<file path="src/rtl/handshake_ctrl_extract_pkg.sv">
// Shared handshake definitions for the elastic fabric blocks.
//   occ_state_t : occupancy of a 2-entry elastic buffer
//   sat_inc     : saturating increment used by counting handshake blocks
package handshake_ctrl_extract_pkg;

  localparam int unsigned SAT_WIDTH = 32;

  typedef enum logic [1:0] {
    EMPTY = 2'd0,
    ONE   = 2'd1,
    TWO   = 2'd2
  } occ_state_t;

  // Increment value by one unless it has already reached max_value.
  function automatic logic [SAT_WIDTH-1:0] sat_inc(
    input logic [SAT_WIDTH-1:0] value,
    input logic [SAT_WIDTH-1:0] max_value
  );
    if (value >= max_value) begin
      return value;
    end
    return value + SAT_WIDTH'(1);
  endfunction

endpackage

</file>
<file path="src/rtl/handshake_ctrl_extract_skid.sv">
// handshake_skid_buffer: 2-entry elastic buffer with registered ready and valid.
// Ports:
//   clk, rst                         clock, synchronous active-high reset
//   push_data/push_valid/push_ready  upstream channel (push_ready registered)
//   pop_data/pop_valid/pop_ready     downstream channel (pop_valid/pop_data registered)
module handshake_skid_buffer
  import handshake_ctrl_extract_pkg::*;
#(
  parameter int unsigned WIDTH = 1
) (
  input  logic             clk,
  input  logic             rst,
  input  logic [WIDTH-1:0] push_data,
  input  logic             push_valid,
  output logic             push_ready,
  output logic [WIDTH-1:0] pop_data,
  output logic             pop_valid,
  input  logic             pop_ready
);

  occ_state_t       state_q;
  occ_state_t       state_d;
  logic [WIDTH-1:0] head_q;
  logic [WIDTH-1:0] head_d;
  logic [WIDTH-1:0] skid_q;
  logic [WIDTH-1:0] skid_d;
  logic             ready_q;
  logic             ready_d;
  logic             valid_q;
  logic             valid_d;
  logic             push;
  logic             pop;

  // Handshakes are qualified by our own registered ready/valid, so pop_ready
  // never reaches push_ready combinationally.
  assign push = push_valid && ready_q;
  assign pop  = valid_q && pop_ready;

  // State register and storage.
  always_ff @(posedge clk) begin
    if (rst) begin
      state_q <= EMPTY;
      head_q  <= '0;
      skid_q  <= '0;
      ready_q <= 1'b0;
      valid_q <= 1'b0;
    end else begin
      state_q <= state_d;
      head_q  <= head_d;
      skid_q  <= skid_d;
      ready_q <= ready_d;
      valid_q <= valid_d;
    end
  end

  // Occupancy next-state and entry routing.
  always_comb begin
    state_d = state_q;
    head_d  = head_q;
    skid_d  = skid_q;
    unique case (state_q)
      EMPTY: begin
        if (push) begin
          state_d = ONE;
          head_d  = push_data;
        end
      end
      ONE: begin
        if (push && !pop) begin
          state_d = TWO;
          skid_d  = push_data;
        end else if (!push && pop) begin
          state_d = EMPTY;
        end else if (push && pop) begin
          // Head leaves and the new entry replaces it in the same cycle.
          head_d = push_data;
        end
      end
      TWO: begin
        // push cannot happen here: ready_q is low while full.
        if (pop) begin
          state_d = ONE;
          head_d  = skid_q;
        end
      end
      default: state_d = EMPTY;
    endcase
    valid_d = (state_d != EMPTY);
    ready_d = (state_d != TWO);
  end

  assign push_ready = ready_q;
  assign pop_valid  = valid_q;
  assign pop_data   = head_q;

endmodule

</file>
<file path="src/rtl/handshake_ctrl_extract.sv">
// handshake_ctrl_extract: turns data tokens into dataless control tokens that
// carry a flag telling whether the payload equalled CONST_VALUE.
// Ports:
//   clk, rst              clock, synchronous active-high reset
//   ins/ins_valid         input data channel; ins_ready registered
//   ctrl_valid/ctrl_ready output control channel; ctrl_valid registered
//   ctrl_match            flag of the head token
//   token_count           saturating count of delivered control tokens
module handshake_ctrl_extract
  import handshake_ctrl_extract_pkg::*;
#(
  parameter int unsigned DATA_WIDTH  = 32,
  parameter logic [31:0] CONST_VALUE = 32'h0000_0013,
  parameter int unsigned CNT_WIDTH   = 16
) (
  input  logic                  clk,
  input  logic                  rst,
  input  logic [DATA_WIDTH-1:0] ins,
  input  logic                  ins_valid,
  output logic                  ins_ready,
  output logic                  ctrl_valid,
  input  logic                  ctrl_ready,
  output logic                  ctrl_match,
  output logic [CNT_WIDTH-1:0]  token_count
);

  localparam logic [DATA_WIDTH-1:0] MATCH_VALUE = DATA_WIDTH'(CONST_VALUE);
  localparam logic [SAT_WIDTH-1:0]  CNT_MAX     =
    SAT_WIDTH'((64'd1 << CNT_WIDTH) - 64'd1);

  logic                 match;
  logic [CNT_WIDTH-1:0] count_q;

  // Only the comparison result is stored; the payload is dropped here.
  assign match = (ins == MATCH_VALUE);

  handshake_skid_buffer #(
    .WIDTH (1)
  ) u_skid (
    .clk        (clk),
    .rst        (rst),
    .push_data  (match),
    .push_valid (ins_valid),
    .push_ready (ins_ready),
    .pop_data   (ctrl_match),
    .pop_valid  (ctrl_valid),
    .pop_ready  (ctrl_ready)
  );

  // Delivered-token counter, holds at all-ones.
  always_ff @(posedge clk) begin
    if (rst) begin
      count_q <= '0;
    end else if (ctrl_valid && ctrl_ready) begin
      count_q <= CNT_WIDTH'(sat_inc(SAT_WIDTH'(count_q), CNT_MAX));
    end
  end

  assign token_count = count_q;

endmodule

</file>
<file path="config.mk">
export PLATFORM = sky130hd
export DESIGN_NAME = handshake_ctrl_extract
export DESIGN_NICKNAME = d
export VERILOG_FILES = /design/src/rtl/handshake_ctrl_extract_pkg.sv /design/src/rtl/handshake_ctrl_extract_skid.sv /design/src/rtl/handshake_ctrl_extract.sv
export SDC_FILE = /design/constraint.sdc
export NUM_CORES = 1
export LEC_CHECK = 0
export BUFFER_PORTS_ARGS = -buffer_cell sky130_fd_sc_hd__buf_4
export CORE_ASPECT_RATIO = 1.1
export CORE_MARGIN = 8
export CORE_UTILIZATION = 45
export DETAILED_ROUTE_END_ITERATION = 7
export PLACE_DENSITY = 0.78
export SYNTH_ARGS = -nofsm -noshare
export SYNTH_HDL_FRONTEND = slang
export SYNTH_SLANG_ARGS = --single-unit
</file>
<file path="constraint.sdc">
create_clock -name clk -period 2.36 [get_ports clk]
set_clock_uncertainty 0.1 [all_clocks]
set_input_delay 0.472 -clock clk [delete_from_list [all_inputs] [get_ports clk]]
set_output_delay 0.472 -clock clk [all_outputs]
set_load 0.1 [all_outputs]
</file>
* After elaboration in Yosys (flattened, before gate mapping) *
Cells that the tools add are included.

word-level totals
  input bits = 36
  logic and storage cells = 46
  output and inout bits = 19
  bits in registers = 22

operators by class
  add/sub/neg operators = 1
  multiplexer cells = 15
  reduce and logical (&&, ||, !) cells = 13
  magnitude comparators = 1
  eq/ne operators = 10

operators by type and width
  cell                                                   number
  == test 32 x 5 -> 1 bit, second input constant         1
  adder 16 x 1 -> 16 bit, second input constant          1
  >= comparator 16 bit, second input constant            1
  two-way mux 16 bit                                     1
  two-way mux 1 bit                                      8
  two-way mux 2 bit                                      4
  inequality test 2 bit, second input constant           4
  inequality test 2 x 1 -> 1 bit, second input constant  3
  one-hot mux 2 bit (3 select lines)                     1
  AND reduction 6 bit                                    1
  logical AND 1 bit                                      5
  AND reduction 2 bit                                    2
  one-hot mux 1 bit (3 select lines)                     1
  nonzero test 3 bit                                     1
  == test 2 x 1 -> 1 bit, second input constant          1
  == test 2 bit, second input constant                   1
  logical NOT 1 bit                                      2
  logical NOT 2 bit                                      1
  nonzero test 2 bit                                     1

* Depth between registers and ports, before layout *
  depth in word-level cells = 7
  mapped depth = 6

* Modules after synthesis *
From an unflattened synthesis, not the netlist that was laid out.

second synthesis, totals
  cell total of the unflattened synthesis = 142
  area total of the unflattened synthesis = 1234.9 µm²

modules (own cells, without submodules)
  module                  cells each  area an instance (µm²)  sequential area each (µm²)  instances
  handshake_ctrl_extract  112         949.7                   320.3                       1
  handshake_skid_buffer   30          285.3                   120.1                       1

* Worst setup path after synthesis *
OpenSTA, ideal clock, no wires.

  path kind = register -> register
  start point = reg count_q[1] (netlist: token_count[1])
  end point = reg count_q[1] (netlist: token_count[1])
  library setup time = 0.115 ns
  period minus slack after synthesis = 2.735 ns
  path slack = -0.375 ns
  cell stages (with the launch flop) = 7
  required time = 2.145 ns
  data arrival time = 2.520 ns
  cells stage by stage = dfxtp_1 -> ha_1 -> nand4_1 -> nor4_2 -> buf_2 -> nor3b_1 -> o21ba_2

between the ends
  word-level cells in the longest chain between the ends = 6

RTL lines
  what                             line                              text
  start: declaration               handshake_ctrl_extract.sv:32      logic [CNT_WIDTH-1:0] count_q;
  start signal: assignment         handshake_ctrl_extract.sv:55      count_q <= CNT_WIDTH'(sat_inc(SAT_WIDTH'(count_q), CNT_MAX));
  >= comparator 16 bit             handshake_ctrl_extract_pkg.sv:19  if (value >= max_value) begin
  two-way mux 1 bit                handshake_ctrl_extract_pkg.sv:19
  two-way mux 1 bit                handshake_ctrl_extract.sv:54      end else if (ctrl_valid && ctrl_ready) begin
  two-way mux 1 bit                handshake_ctrl_extract.sv:52      if (rst) begin
  inequality test 2 bit (no line)  -
  AND reduction 2 bit (no line)    -

Several ways; a longest one is shown, not always the timed one. The select of a mux whose other input is x is not followed.
A chain may end at the register's enable or synchronous reset.

* Worst setup path after layout *
  start point = reg count_q[0] (netlist: token_count[0])
  end point = reg count_q[14] (netlist: token_count[14])

Same word-level chain as after synthesis.

==> impl_results.md <==
- Worst Path Max Fanout: 9
- R2R setup slack: 0.23 ns
- Yosys warns: 0
- Global-route usage over all layers: 16.3%
- Largest family of logic cells by synthesized area: simple AND/OR/NAND/NOR gates
- Max_cap viols: 0
- Die ar.: 4490 um2
- VDD IR-drop max: 0.000404 V
- Critical path arrival: 2.26 ns
- Slowest CP cell: or3_1
- Most common cell after layout, fill and taps aside: buf_4
- Ant diodes: 0
- Avg WL per Cell: 16.1 um
- Vias in the first global route: 1,398
- Complex-gate fraction of the synthesized area: 22.7%
- CTS tree: yes
- Iter 0 DRT Violations: 59
- RePlAce Congestion: 0.834
- Slew Viols, Final: 0
- Share of layout cells above drive strength 1: 40.3%
- Max Freq: 470 MHz
- Largest net degree at the start of global routing: 24
- Power Dens Cells: 429 nW/um2
- Switching share of power: 26.0%
- R2R cell count: 5
- Worst-Margin Slew: 0.526 ns
- Postcts setup bufs: 0
- Clock Latency Late Sink: 0.30 ns
- Initial antenna violation count: 0
- Synth Flop Type: dfxtp_1
- Number of buffers and inverters on the critical path: 0
- Cell variety after synth: 37
- Fin crit share: 90.1%
- Fillers: 223
- HP Start: u_skid.skid_q
- Hold depth: 2
- Reg power frac: 53.9%
- Total Power: 715 uW
- Die height: 69.5 um
- Tmin final: 2.13 ns
- Sequential area share after synthesis: 37.6%
- Status: finished clean
- Comb pwr share: 17.0%
- First-pass GRT wire length: 6.18 mm
- TritonCTS buffer count: 3
- FF-to-FF End: token_count[14]
- Post-synthesis mux area share: 0.856%
- WHS: 0.400 ns
- Worst path required time: 2.49 ns
- Simple-Gate Fraction of Synth Area: 36.0%
- Crit path cell chain: ha_1, nand4_1, or3_1, or3_1, a21oi_1
- Static Leak: 0.000627 uW
- Row cnt: 19
- Post-Route Utilization: 66.7%
- Overflow after GRT: 0
- Cell mode on critical path: or3_1
- Total stage count of the critical path: 5
- Starting density of the core: 46.9%
- Clock root cell: clkbuf_4
- Rel. slew slack: 64.6%
- Clock tree buffer depth: 2
- Synthesis-to-layout area growth: 42.4%
- Vias post-DR: 1,378
- Net Sw Power: 186 uW
- DP Wirelength: 2.95 mm
- Clock group share of total power: 29.1%
- Synth Area in XOR/XNOR: 0%
- Post-Synth Adder-Cell Area: 1.07%
- Critical path's largest stage delay: 0.52 ns
- Cell internal pwr: 529 uW
- Vias per cell: 5.94
- Endpoint class of the critical path: flop
- Cells after synthesis: 146
- Port bufs: 54
- CTS resizes: 0
- Clock Sink Count: 22
- FF-to-FF Start: token_count[0]
- Nature of the critical path startpoint: flop
- Setup TNS Final: 0 ns
- RSZ-0062 raised after global routing: false
- Placed cell areas: 1630 um2
- Top delay family on crit path: simple AND/OR/NAND/NOR gates
- # setup viols final: 0
- Core outline area: 2500 um2
- Post-Route WL: 3.74 mm
- Most frequent cells in the layout: buf_4, a21oi_1, dfxtp_2
- Post-synth EDFFs: 0
- Asr flop ratio synth: 0%
- Hold buffers post-CTS: 0
- #FFs+latches synth: 22
- Post-route ant nets: 0
- DIE WIDTH: 64.6 um
- Reg clk slew, reported paths: 0.13 ns
- Hold Path Sink: u_skid.skid_q
- # IOs: 55
- Syn_nets: 183
- H-tree levels: 1
- Final Hold Vio Count: 0
- Worst Hold Class: flop to flop
- Drt first pass iters: 4
- Area of the mapped netlist: 1170 um2
- WS Path Type: flop to flop
- Finished Cell Area: 1670 um2
- Mean Syn Cell Area: 8.01 um2
- Layout net count: 239
- DRC: 0
[metal layers]
metal	up-vias	share of wire, %	GRT usage (%)
met3	6	6.0	4.68
met2	40	50	28.8
li1	680	-	-
met1	652	43	18.4
met5	-	0	0
met4	0	1.3	4.37
[power by group through the flow]
stage / sequential (uW) / combinational, uW / clock [uW]
finish: 385 / 122 / 208
global route: 386 / 129 / 234
CTS: 385 / 122 / 215
detailed placement: 393 / 122 / 0
global placement: 393 / 118 / 0
floorplan: 422 / 32.1 / 0
[through the flow]
step	setup slack, ns	std cells
2_1_floorplan	-0.0359	146
3_3_place_gp	0.377	228
3_5_place_dp	0.284	228
4_1_cts	0.232	232
5_1_grt	0.0828	232
6_report	0.233	232
[worst register-to-register path, cell delays in order, from the launching register on]
cell     delay [ns]
dfxtp_2        0.39
ha_1           0.20
nand4_1        0.30
or3_1          0.53
or3_1          0.38
a21oi_1        0.16
[registers in the layout (all words and copies together), names as in the netlist]
name               count
u_skid.state_q         2
u_skid.pop_valid       1
u_skid.push_ready      1
u_skid.skid_q          1
token_count           16
u_skid.pop_data        1
[how the worst max path moves through the flow]
stage                          startpoint         endpoint  slack (ns)
after floorplan           token_count[11]   token_count[1]       -0.04
after detailed placement   token_count[0]  token_count[14]        0.28
after global placement     token_count[0]  token_count[10]        0.38
after CTS                  token_count[0]  token_count[14]        0.23
final                      token_count[0]  token_count[14]        0.23
after global routing       token_count[1]  token_count[14]        0.08
[cell families after synthesis]
| kind of cell | after synthesis |
|---|---|
| AO/OA/AOI/OAI | 44 |
| adder cells (fa/ha/maj) | 1 |
| buffers and inverters | 5 |
| flip-flops | 22 |
| multiplexers | 1 |
| AND/OR/NAND/NOR | 73 |
[layout make-up]
type	count	area, um2	share of cell area (%)
repair buffers	56	420	25.2
flip-flops and latches	22	460	27.6
clock buffers	4	36.3	2.18
well taps	31	38.8	2.33
multi-input cells	119	709	42.6
[cells in the mapped netlist (2+ instances only)]
cell / instances / area [um2]
or3_1: 12 / 75.1
o31ai_1: 4 / 30.0
o21ai_0: 11 / 55.1
nand4_1: 8 / 50.1
nand3_1: 5 / 25.0
nor2_1: 10 / 37.5
dfxtp_1: 22 / 440
nor3_1: 6 / 30.0
or4_1: 2 / 15.0
a21oi_1: 18 / 90.1
clkbuf_1: 4 / 15.0
nor4_1: 7 / 43.8
nand2_1: 11 / 41.3
o21ba_2: 2 / 20.0
o21a_1: 2 / 15.0
(Power assumes the default switching activity.)
